## src/rtl/piso_pkg.sv

```systemverilog
// Shared definitions for the piso_stream serialiser: controller state encoding
// and counter sizing.
package piso_pkg;

    typedef enum logic [1:0] {
        ST_IDLE  = 2'd0,
        ST_PRE   = 2'd1,
        ST_SHIFT = 2'd2
    } state_t;

    // Down-counter must hold WIDTH+EXTRA_BITS without wrapping.
    function automatic int cnt_width(input int width, input int extra);
        return $clog2(width + extra + 1);
    endfunction

endpackage

```

## src/rtl/piso_lane.sv

```systemverilog
// One serial lane: loadable shift register with selectable bit order and a registered output bit.
// Latency: bit appears the cycle after adv_i; idle level is driven whenever adv_i is low.
module piso_lane
    import piso_pkg::*;
#(
    parameter int WIDTH      = 42,
    parameter bit LSB_FIRST  = 1'b0,
    parameter bit IDLE_LEVEL = 1'b0
) (
    input  logic             clk,
    input  logic             rst,
    input  logic             load_i,
    input  logic             adv_i,
    input  logic [WIDTH-1:0] din_i,
    output logic             dout_o
);

    logic [WIDTH-1:0] sr_q;
    logic [WIDTH-1:0] sr_d;
    logic [WIDTH-1:0] src;
    logic             dout_q;
    logic             dout_d;

    // A load and an advance on the same edge emit bit 0 straight from din_i,
    // which is what gives zero-gap framing when there is no lead-in.
    always_comb begin
        src    = load_i ? din_i : sr_q;
        sr_d   = sr_q;
        dout_d = IDLE_LEVEL;
        if (adv_i) begin
            dout_d = LSB_FIRST ? src[0] : src[WIDTH-1];
            sr_d   = LSB_FIRST ? (src >> 1) : (src << 1);
        end else if (load_i) begin
            sr_d = din_i;
        end
    end

    always_ff @(posedge clk or posedge rst) begin
        if (rst) begin
            sr_q   <= '0;
            dout_q <= IDLE_LEVEL;
        end else begin
            sr_q   <= sr_d;
            dout_q <= dout_d;
        end
    end

    assign dout_o = dout_q;

endmodule

```

## src/rtl/piso_stream.sv

```systemverilog
// Multi-lane parallel-in/serial-out serialiser with valid/ready load and per-frame status.
// Latency: EXTRA_BITS lead-in cycles after accept, then WIDTH data cycles; ready again on the last bit.
module piso_stream
    import piso_pkg::*;
#(
    parameter int WIDTH      = 42,
    parameter int EXTRA_BITS = 9,
    parameter int LANES      = 1,
    parameter bit LSB_FIRST  = 1'b0,
    parameter bit IDLE_LEVEL = 1'b0
) (
    input  logic                   clk,
    input  logic                   rst,
    input  logic                   in_valid,
    output logic                   in_ready,
    input  logic [LANES*WIDTH-1:0] data_in,
    output logic [LANES-1:0]       data_out,
    output logic                   frame,
    output logic                   last,
    output logic                   busy
);

    localparam int            CW       = cnt_width(WIDTH, EXTRA_BITS);
    localparam logic [CW-1:0] TOTAL    = CW'(WIDTH + EXTRA_BITS);
    localparam logic [CW-1:0] DATA_LEN = CW'(WIDTH);
    localparam logic [CW-1:0] ONE      = CW'(1);
    localparam logic [CW-1:0] TWO      = CW'(2);

    state_t        state_q;
    logic [CW-1:0] cnt_q;
    logic [CW-1:0] cnt_dec;
    logic          frame_q;
    logic          last_q;
    logic          busy_q;
    logic          accept;
    logic          adv;

    assign in_ready = !busy_q || last_q;
    assign accept   = in_valid && in_ready;
    assign cnt_dec  = cnt_q - ONE;

    // cnt_q counts the busy cycles still to go, including the current one;
    // the data phase is the final WIDTH of them.
    always_comb begin
        adv = 1'b0;
        if (accept) begin
            adv = (EXTRA_BITS == 0);
        end else if (state_q == ST_PRE) begin
            adv = (cnt_dec == DATA_LEN);
        end else if (state_q == ST_SHIFT) begin
            adv = (cnt_q != ONE);
        end
    end

    always_ff @(posedge clk or posedge rst) begin
        if (rst) begin
            state_q <= ST_IDLE;
            cnt_q   <= '0;
            frame_q <= 1'b0;
            last_q  <= 1'b0;
            busy_q  <= 1'b0;
        end else if (accept) begin
            cnt_q  <= TOTAL;
            busy_q <= 1'b1;
            if (EXTRA_BITS > 0) begin
                state_q <= ST_PRE;
                frame_q <= 1'b0;
                last_q  <= 1'b0;
            end else begin
                state_q <= ST_SHIFT;
                frame_q <= 1'b1;
                last_q  <= (WIDTH == 1);
            end
        end else begin
            case (state_q)
                ST_PRE: begin
                    cnt_q <= cnt_dec;
                    if (cnt_dec == DATA_LEN) begin
                        state_q <= ST_SHIFT;
                        frame_q <= 1'b1;
                        last_q  <= (WIDTH == 1);
                    end
                end
                ST_SHIFT: begin
                    if (cnt_q == ONE) begin
                        state_q <= ST_IDLE;
                        cnt_q   <= '0;
                        frame_q <= 1'b0;
                        last_q  <= 1'b0;
                        busy_q  <= 1'b0;
                    end else begin
                        cnt_q  <= cnt_dec;
                        last_q <= (cnt_q == TWO);
                    end
                end
                default: begin
                    state_q <= ST_IDLE;
                end
            endcase
        end
    end

    for (genvar k = 0; k < LANES; k++) begin : g_lane
        piso_lane #(
            .WIDTH      (WIDTH),
            .LSB_FIRST  (LSB_FIRST),
            .IDLE_LEVEL (IDLE_LEVEL)
        ) u_lane (
            .clk    (clk),
            .rst    (rst),
            .load_i (accept),
            .adv_i  (adv),
            .din_i  (data_in[k*WIDTH +: WIDTH]),
            .dout_o (data_out[k])
        );
    end

    assign frame = frame_q;
    assign last  = last_q;
    assign busy  = busy_q;

endmodule
```

## config.mk

```make
export PLATFORM = sky130hd
export DESIGN_NAME = piso_stream
export DESIGN_NICKNAME = d
export VERILOG_FILES = /design/src/rtl/piso_pkg.sv /design/src/rtl/piso_lane.sv /design/src/rtl/piso_stream.sv
export SDC_FILE = /design/constraint.sdc
export NUM_CORES = 1
export LEC_CHECK = 0
export CORE_MARGIN = 2
export CORE_UTILIZATION = 47
export CTS_CLUSTER_DIAMETER = 30
export CTS_CLUSTER_SIZE = 28
export DETAILED_ROUTE_END_ITERATION = 12
export PLACE_DENSITY = 0.8
export SYNTH_ARGS = -nofsm -noshare
export SYNTH_HDL_FRONTEND = slang
export SYNTH_HIERARCHICAL = 1
export SYNTH_SLANG_ARGS = --single-unit
```

## constraint.sdc

```tcl
create_clock -name clk -period 2.2 [get_ports clk]
set_clock_uncertainty 0.1 [all_clocks]
set_input_delay 0.55 -clock clk [delete_from_list [all_inputs] [get_ports clk]]
set_output_delay 0.55 -clock clk [all_outputs]
set_load 0.02 [all_outputs]
```

# Word level (Yosys, flattened, before mapping)
# Index checks and enable logic that the tools add are counted.
# W data, S select, Z words.
# classes
reduce_logical	10
muxes	23
addsub	1
eq_ne	8
# ops
cell	count
$mux W42	2
$mux W1	12
$mux W6	2
$pmux W6 S2	1
$eq A6 B1 Y1 const B	1
$eq A6 B2 Y1 const B	1
$eq A6 B6 Y1 const B	1
$mux W2	3
$ne A3 B2 Y1 const B	2
$ne A6 B1 Y1 const B	1
$reduce_and A2 Y1	3
$sub A6 B1 Y6 const B	1
$pmux W1 S2	2
$pmux W2 S2	1
$reduce_bool A2 Y1	2
$reduce_and A3 Y1	1
$reduce_bool A3 Y1	1
$eq A2 B1 Y1 const B	1
$eq A2 B2 Y1 const B	1
$logic_and A1 B1 Y1	1
$logic_not A1 Y1	1
$logic_or A1 B1 Y1	1
# totals
in_bits	45
output_inout_bits	5
regBits	54

# Longest topological paths before layout
# depth
depth_word	5
mapped_depth	9
mapped_depth_nobuf	7

# By module
# The synthesis kept the hierarchy.
# by_module_without_submodules
mod	area_each_um2	cells_each	instances
piso_lane	2037.0	139	1
piso_stream	739.5	78	1

# Worst setup path before layout
# OpenSTA, ideal clock, no wires.
# synth_timing
path_kind	register -> register
startpoint	register cnt_q[0]
endpoint	register g_lane[0].u_lane.sr_q[10]
required_time_ns	2.021
path_slack_ns	-0.034
period_less_slack_ns	2.234
setup_ns	0.079
n_path_buf	2
path_stages_with_launch	10
t_arrival_ns	2.054
cell_sequence	dfrtp_1 inv_1 ha_1 xor2_1 nor3b_1 o211a_4 a32o_1 buf_2 buf_2 mux2i_1
# synth_via
elab_chain_len	5
elab_cells_between_ends	7
cone_classes	1 x add/sub; 2 x eq/ne; 4 x mux
# synth_rtl
element	line_no	source
from (decl)	piso_stream.sv:30	logic [CW-1:0] cnt_q;
from (signal assigned)	piso_stream.sv:77	cnt_q <= cnt_dec;
from (signal assigned)	piso_stream.sv:92	cnt_q <= cnt_dec;
$sub A6 B1 Y6 / $ne A6 B1 Y1 (equally long branches)	piso_stream.sv:40, piso_stream.sv:51	
$eq A6 B6 Y1 / $mux W1 (equally long branches)	piso_stream.sv:49, piso_stream.sv:50	
$mux W1 (*)	piso_stream.sv:48	end else if (state_q == ST_PRE) begin
$mux W1 (*)	piso_stream.sv:46	if (accept) begin
named net adv	piso_stream.sv:36	logic adv;
$mux W42 (*)	piso_lane.sv:30	if (adv_i) begin
named net g_lane[0].u_lane.sr_d[10]	piso_lane.sv:19	logic [WIDTH-1:0] sr_d;
to (signal assigned)	piso_lane.sv:43	sr_q <= sr_d;
to (decl)	piso_lane.sv:18	logic [WIDTH-1:0] sr_q;
# Mark *: on every way through the listed nets, which the timed path passes. The rest lies on a longest branch.
# A chain may end at the register's enable or synchronous reset.

# Final worst setup path
# layout_timing
startpoint	register cnt_q[0]
endpoint	register g_lane[0].u_lane.sr_q[13]
# Same word-level chain as after synthesis.

==> report_table.html <==
<table>
<tr><th>Metric</th><th>Value</th></tr>
<tr><th colspan="2">Synthesis</th></tr>
<tr><td>Most numerous cell in the Yosys netlist</td><td>mux2i_1</td></tr>
<tr><td>Portion of synthesized cell area occupied by the leading cell type</td><td>48.67%</td></tr>
<tr><td>Share of synthesized area spent on multiplexers</td><td>29.92%</td></tr>
<tr><td>Cell type with the highest aggregate area in the netlist</td><td>dfrtp_1</td></tr>
<tr><td>Number of distinct library cells after synthesis</td><td>36</td></tr>
<tr><td>Share of synthesized flip-flops with an asynchronous set or reset</td><td>100.0%</td></tr>
<tr><td>Most instantiated flip-flop cell in the synthesis netlist</td><td>dfrtp_1</td></tr>
<tr><td>Syn_nets</td><td>266</td></tr>
<tr><td>Post-synth top cells</td><td>mux2i_1, dfrtp_1, nand2_1</td></tr>
<tr><td>Number of enable flip-flop cells after synthesis</td><td>0</td></tr>
<tr><td>Average footprint of a synthesized cell</td><td>12.79 um2</td></tr>
<tr><td>Synthesized-area fraction occupied by ao, oa, aoi and oai cells</td><td>6.039%</td></tr>
<tr><td>Register area share after synthesis</td><td>48.67%</td></tr>
<tr><td>Synthesis warning total</td><td>6</td></tr>
<tr><td>Post-synthesis share of cell area spent on xor and xnor gates</td><td>1.262%</td></tr>
<tr><td>Simple-gate portion of the synthesized area</td><td>6.354%</td></tr>
<tr><td>Number of instances in the synthesized netlist</td><td>217</td></tr>
<tr><td>Adder-Cell Fraction of Synth Area</td><td>1.803%</td></tr>
<tr><td>Main combinational cell family by area after synthesis</td><td>multiplexers</td></tr>
<tr><td>Seq cells post-synth</td><td>54</td></tr>
<tr><td>Most area-consuming cells after synthesis</td><td>dfrtp_1, mux2i_1, buf_12</td></tr>
<tr><td>Post-synthesis cell area</td><td>2776 um2</td></tr>
<tr><th colspan="2">Critical path</th></tr>
<tr><td>Family of cells with the greatest summed delay on the critical path</td><td>compound AO/OA/AOI/OAI gates</td></tr>
<tr><td>Ordered cell list for the critical path</td><td>inv_1, ha_2, xor2_1, nor3b_2, o211a_4, a32o_2, buf_12, mux2i_1</td></tr>
<tr><td>Data arrival time of the critical path</td><td>2210 ps</td></tr>
<tr><td>Crit path launch type</td><td>flip-flop</td></tr>
<tr><td>Required time at the worst-slack endpoint</td><td>2320 ps</td></tr>
<tr><td>Highest cell delay on the worst timing path</td><td>380 ps</td></tr>
<tr><td>Category of the worst setup path capture point</td><td>flip-flop</td></tr>
<tr><td>Type of the setup path with the least slack</td><td>flip-flop to flip-flop</td></tr>
<tr><td>Buffers plus inverters on the worst setup path</td><td>2</td></tr>
<tr><td>Critical path's slowest cell</td><td>dfrtp_1</td></tr>
<tr><td>Critical Path Fanout Max</td><td>17</td></tr>
<tr><th colspan="2">Route</th></tr>
<tr><td>Number of vias in the routed layout</td><td>1822</td></tr>
<tr><td>DR DRC count</td><td>0</td></tr>
<tr><td>Routed wire length</td><td>5.246 mm</td></tr>
<tr><td>Number of DRC violations after detailed-routing iteration 0</td><td>56</td></tr>
<tr><td>Average wire per standard cell</td><td>15.03 um</td></tr>
<tr><td>Number of optimization iterations in the first detailed-route pass</td><td>4</td></tr>
<tr><td>Mean number of vias per cell</td><td>5.221</td></tr>
<tr><td>Post-route ant nets</td><td>0</td></tr>
<tr><th colspan="2">Clocking</th></tr>
<tr><td>Buffer levels on the longest clock path</td><td>2</td></tr>
<tr><td>H-tree levels</td><td>2</td></tr>
<tr><td>CTS tree</td><td>built</td></tr>
<tr><td>Cts bufs inserted</td><td>5</td></tr>
<tr><td>Sink count of the clock tree</td><td>54</td></tr>
<tr><td>Clock latency on the worst-skew pair</td><td>300 ps</td></tr>
<tr><td>Clock slew at reported path FFs</td><td>100 ps</td></tr>
<tr><td>Hold-fix buffer count after cts</td><td>0</td></tr>
<tr><td>Clock root cell</td><td>clkbuf_8</td></tr>
<tr><th colspan="2">Finish</th></tr>
<tr><td># nets final</td><td>325</td></tr>
<tr><td>Layout cell share with drive strength beyond 1</td><td>12.64%</td></tr>
<tr><td>Antenna fix cells</td><td>0</td></tr>
<tr><td>Area occupied by multi-input gates</td><td>1274 um2</td></tr>
<tr><td>Area grow syn2layout</td><td>27.22%</td></tr>
<tr><td>FF/Latch Area</td><td>1351 um2</td></tr>
<tr><td>Filler cell count</td><td>463</td></tr>
<tr><th colspan="2">Timing</th></tr>
<tr><td>Maximum clock frequency</td><td>478.5 MHz</td></tr>
<tr><td>Measured slew at the worst slew-check pin</td><td>427.2 ps</td></tr>
<tr><td>Final Hold Vio Count</td><td>0</td></tr>
<tr><td>Number of max-slew violations in the final report</td><td>0</td></tr>
<tr><td>Final-report setup violation count</td><td>0</td></tr>
<tr><td>Worst relative slew slack</td><td>71.49%</td></tr>
<tr><td>Minimum clock period after layout</td><td>2090 ps</td></tr>
<tr><td>Ratio of final minimum period to clock period</td><td>94.99%</td></tr>
<tr><td>Worst path setup slack after routing</td><td>110.2 ps</td></tr>
<tr><th colspan="2">GRT</th></tr>
<tr><td>Congestion Overflow GR</td><td>0</td></tr>
<tr><td>Via count of the first global-routing pass</td><td>1915</td></tr>
<tr><td>Pin count of the biggest net entering global routing</td><td>44</td></tr>
<tr><td>Wire length of the first global-routing pass</td><td>8.569 mm</td></tr>
<tr><td>GRT Overall Usage</td><td>16.97%</td></tr>
<tr><td>Number of antenna violations at the first check in global routing</td><td>0</td></tr>
<tr><th colspan="2">Floorplan</th></tr>
<tr><td>I/O pin count</td><td>50</td></tr>
<tr><td>Starting density of the core</td><td>49.51%</td></tr>
<tr><td>Die Area</td><td>6538 um2</td></tr>
<tr><td>Core area</td><td>5608 um2</td></tr>
<tr><td>Die Y-Extent</td><td>80.86 um</td></tr>
<tr><td>Number of rows created at floorplan</td><td>27</td></tr>
<tr><td>Horizontal extent of the die</td><td>80.86 um</td></tr>
<tr><th colspan="2">Placement</th></tr>
<tr><td>Final GP Congestion</td><td>0.8742</td></tr>
<tr><td>Detailed Place HPWL</td><td>3.699 mm</td></tr>
<tr><td>Place WS</td><td>-10.49 ps</td></tr>
<tr><td>Count of input and output buffers</td><td>49</td></tr>
<tr><th colspan="2">Pwr</th></tr>
<tr><td>Maximum resistive drop on vdd</td><td>299.5 uV</td></tr>
<tr><td>Pleak</td><td>1.732 nW</td></tr>
<tr><td>Power density over the cells</td><td>495.7 nW/um2</td></tr>
<tr><td>Overall power after layout</td><td>0.001751 W</td></tr>
<tr><th colspan="2">Job</th></tr>
<tr><td>Reported max-cap violation count</td><td>0</td></tr>
<tr><th colspan="2">Hold path</th></tr>
<tr><td>Worst min path class</td><td>flip-flop to flip-flop</td></tr>
<tr><th colspan="2">Run status</th></tr>
<tr><td>Outcome</td><td>completed</td></tr>
</table>
## cell type report
type,instances,area share (%)
Clock buffer,6,2.055
Multi-Input combinational cell,143,36.06
Timing Repair Buffer,66,19.38
Clock inverter,2,1.063
Sequential cell,54,38.26
Tap cell,72,2.550
Inverter,6,0.6376
## where the power goes
group          total (W)  internal [W]  switching, W
Clock           0.000653      0.000340      0.000313
Sequential      0.000992      0.000992             0
Combinational   0.000107     0.0000737     0.0000330
## placed cells by master (no fill, tap or decap), types with 2 or more instances in the layout
cell	n
a31oi_1	2
inv_1	4
buf_12	5
nand2_1	9
o21ai_0	6
clkbuf_8	5
nand2b_1	4
mux2i_1	83
buf_4	11
xor2_1	3
nor2_1	6
clkdlybuf4s50_1	49
dfrtp_1	54
ha_1	3
nor2b_1	2
## metrics by stage
stage | TNS (ps) | hold slack (ps) | cell area, um2 | util, % | std cells
finish | 0 | 464.6 | 3532 | 62.99 | 349
CTS | 0 | 468.2 | 3508 | 62.56 | 348
floorplan | -1226 | 302.4 | 2776 | - | 217
global placement | 0 | 407.1 | 3398 | 60.60 | 340
detailed placement | -13.01 | 440.4 | 3398 | 60.60 | 340
global route | -77.65 | 488.6 | 3532 | 62.99 | 349
## logic make-up (layout without fill, tap and decap cells)
family | Yosys count | count (layout)
XOR/XNOR | 4 | 4
flip-flops | 54 | 54
AND/OR/NAND/NOR | 31 | 31
AO/OA/AOI/OAI | 21 | 21
buffers and inverters | 20 | 80
multiplexers | 83 | 83
adder cells (fa/ha/maj) | 4 | 4
## worst paths after layout
check | startpoint | to | slack [ps] | cells past startpoint
max in group asynchronous | rst | cnt_q[1] | 1230 | 2
hold reg to reg | g_lane[0].u_lane/sr_q[41] | g_lane[0].u_lane/dout_o | 460 | 2
min in group asynchronous | rst | cnt_q[3] | 480 | 2
setup reg to reg | cnt_q[0] | g_lane[0].u_lane/sr_q[13] | 110 | 8
hold / removal | g_lane[0].u_lane/sr_q[41] | g_lane[0].u_lane/dout_o | 460 | 2
setup / recovery | cnt_q[0] | g_lane[0].u_lane/sr_q[13] | 110 | 8
## flip-flops by register name, summed over array words and instances (netlist names)
name	count
frame	1
state_q	2
g_lane.u_lane/dout_o	1
last	1
busy	1
g_lane.u_lane/sr_q	42
cnt_q	6
## layer usage
layer	share of wire (%)	vias to the layer above	GRT usage, %
li1	-	887	-
met2	50	44	28.93
met3	4.7	2	2.333
met1	45	889	21.80
met5	0	-	0
met4	0.80	0	6.949
## tightest hold or removal path: stages (launching register included)
cell,delay (ps)
dfrtp_1,330
mux2i_1,90
nor2b_1,110
## timing repair
action	CTS	global route
hold endpoints to repair	0	0
buffers inserted	0	1
setup endpoints to repair	0	42
gates resized for setup	0	4
No activity file was read; power rests on OpenSTA's default activity.
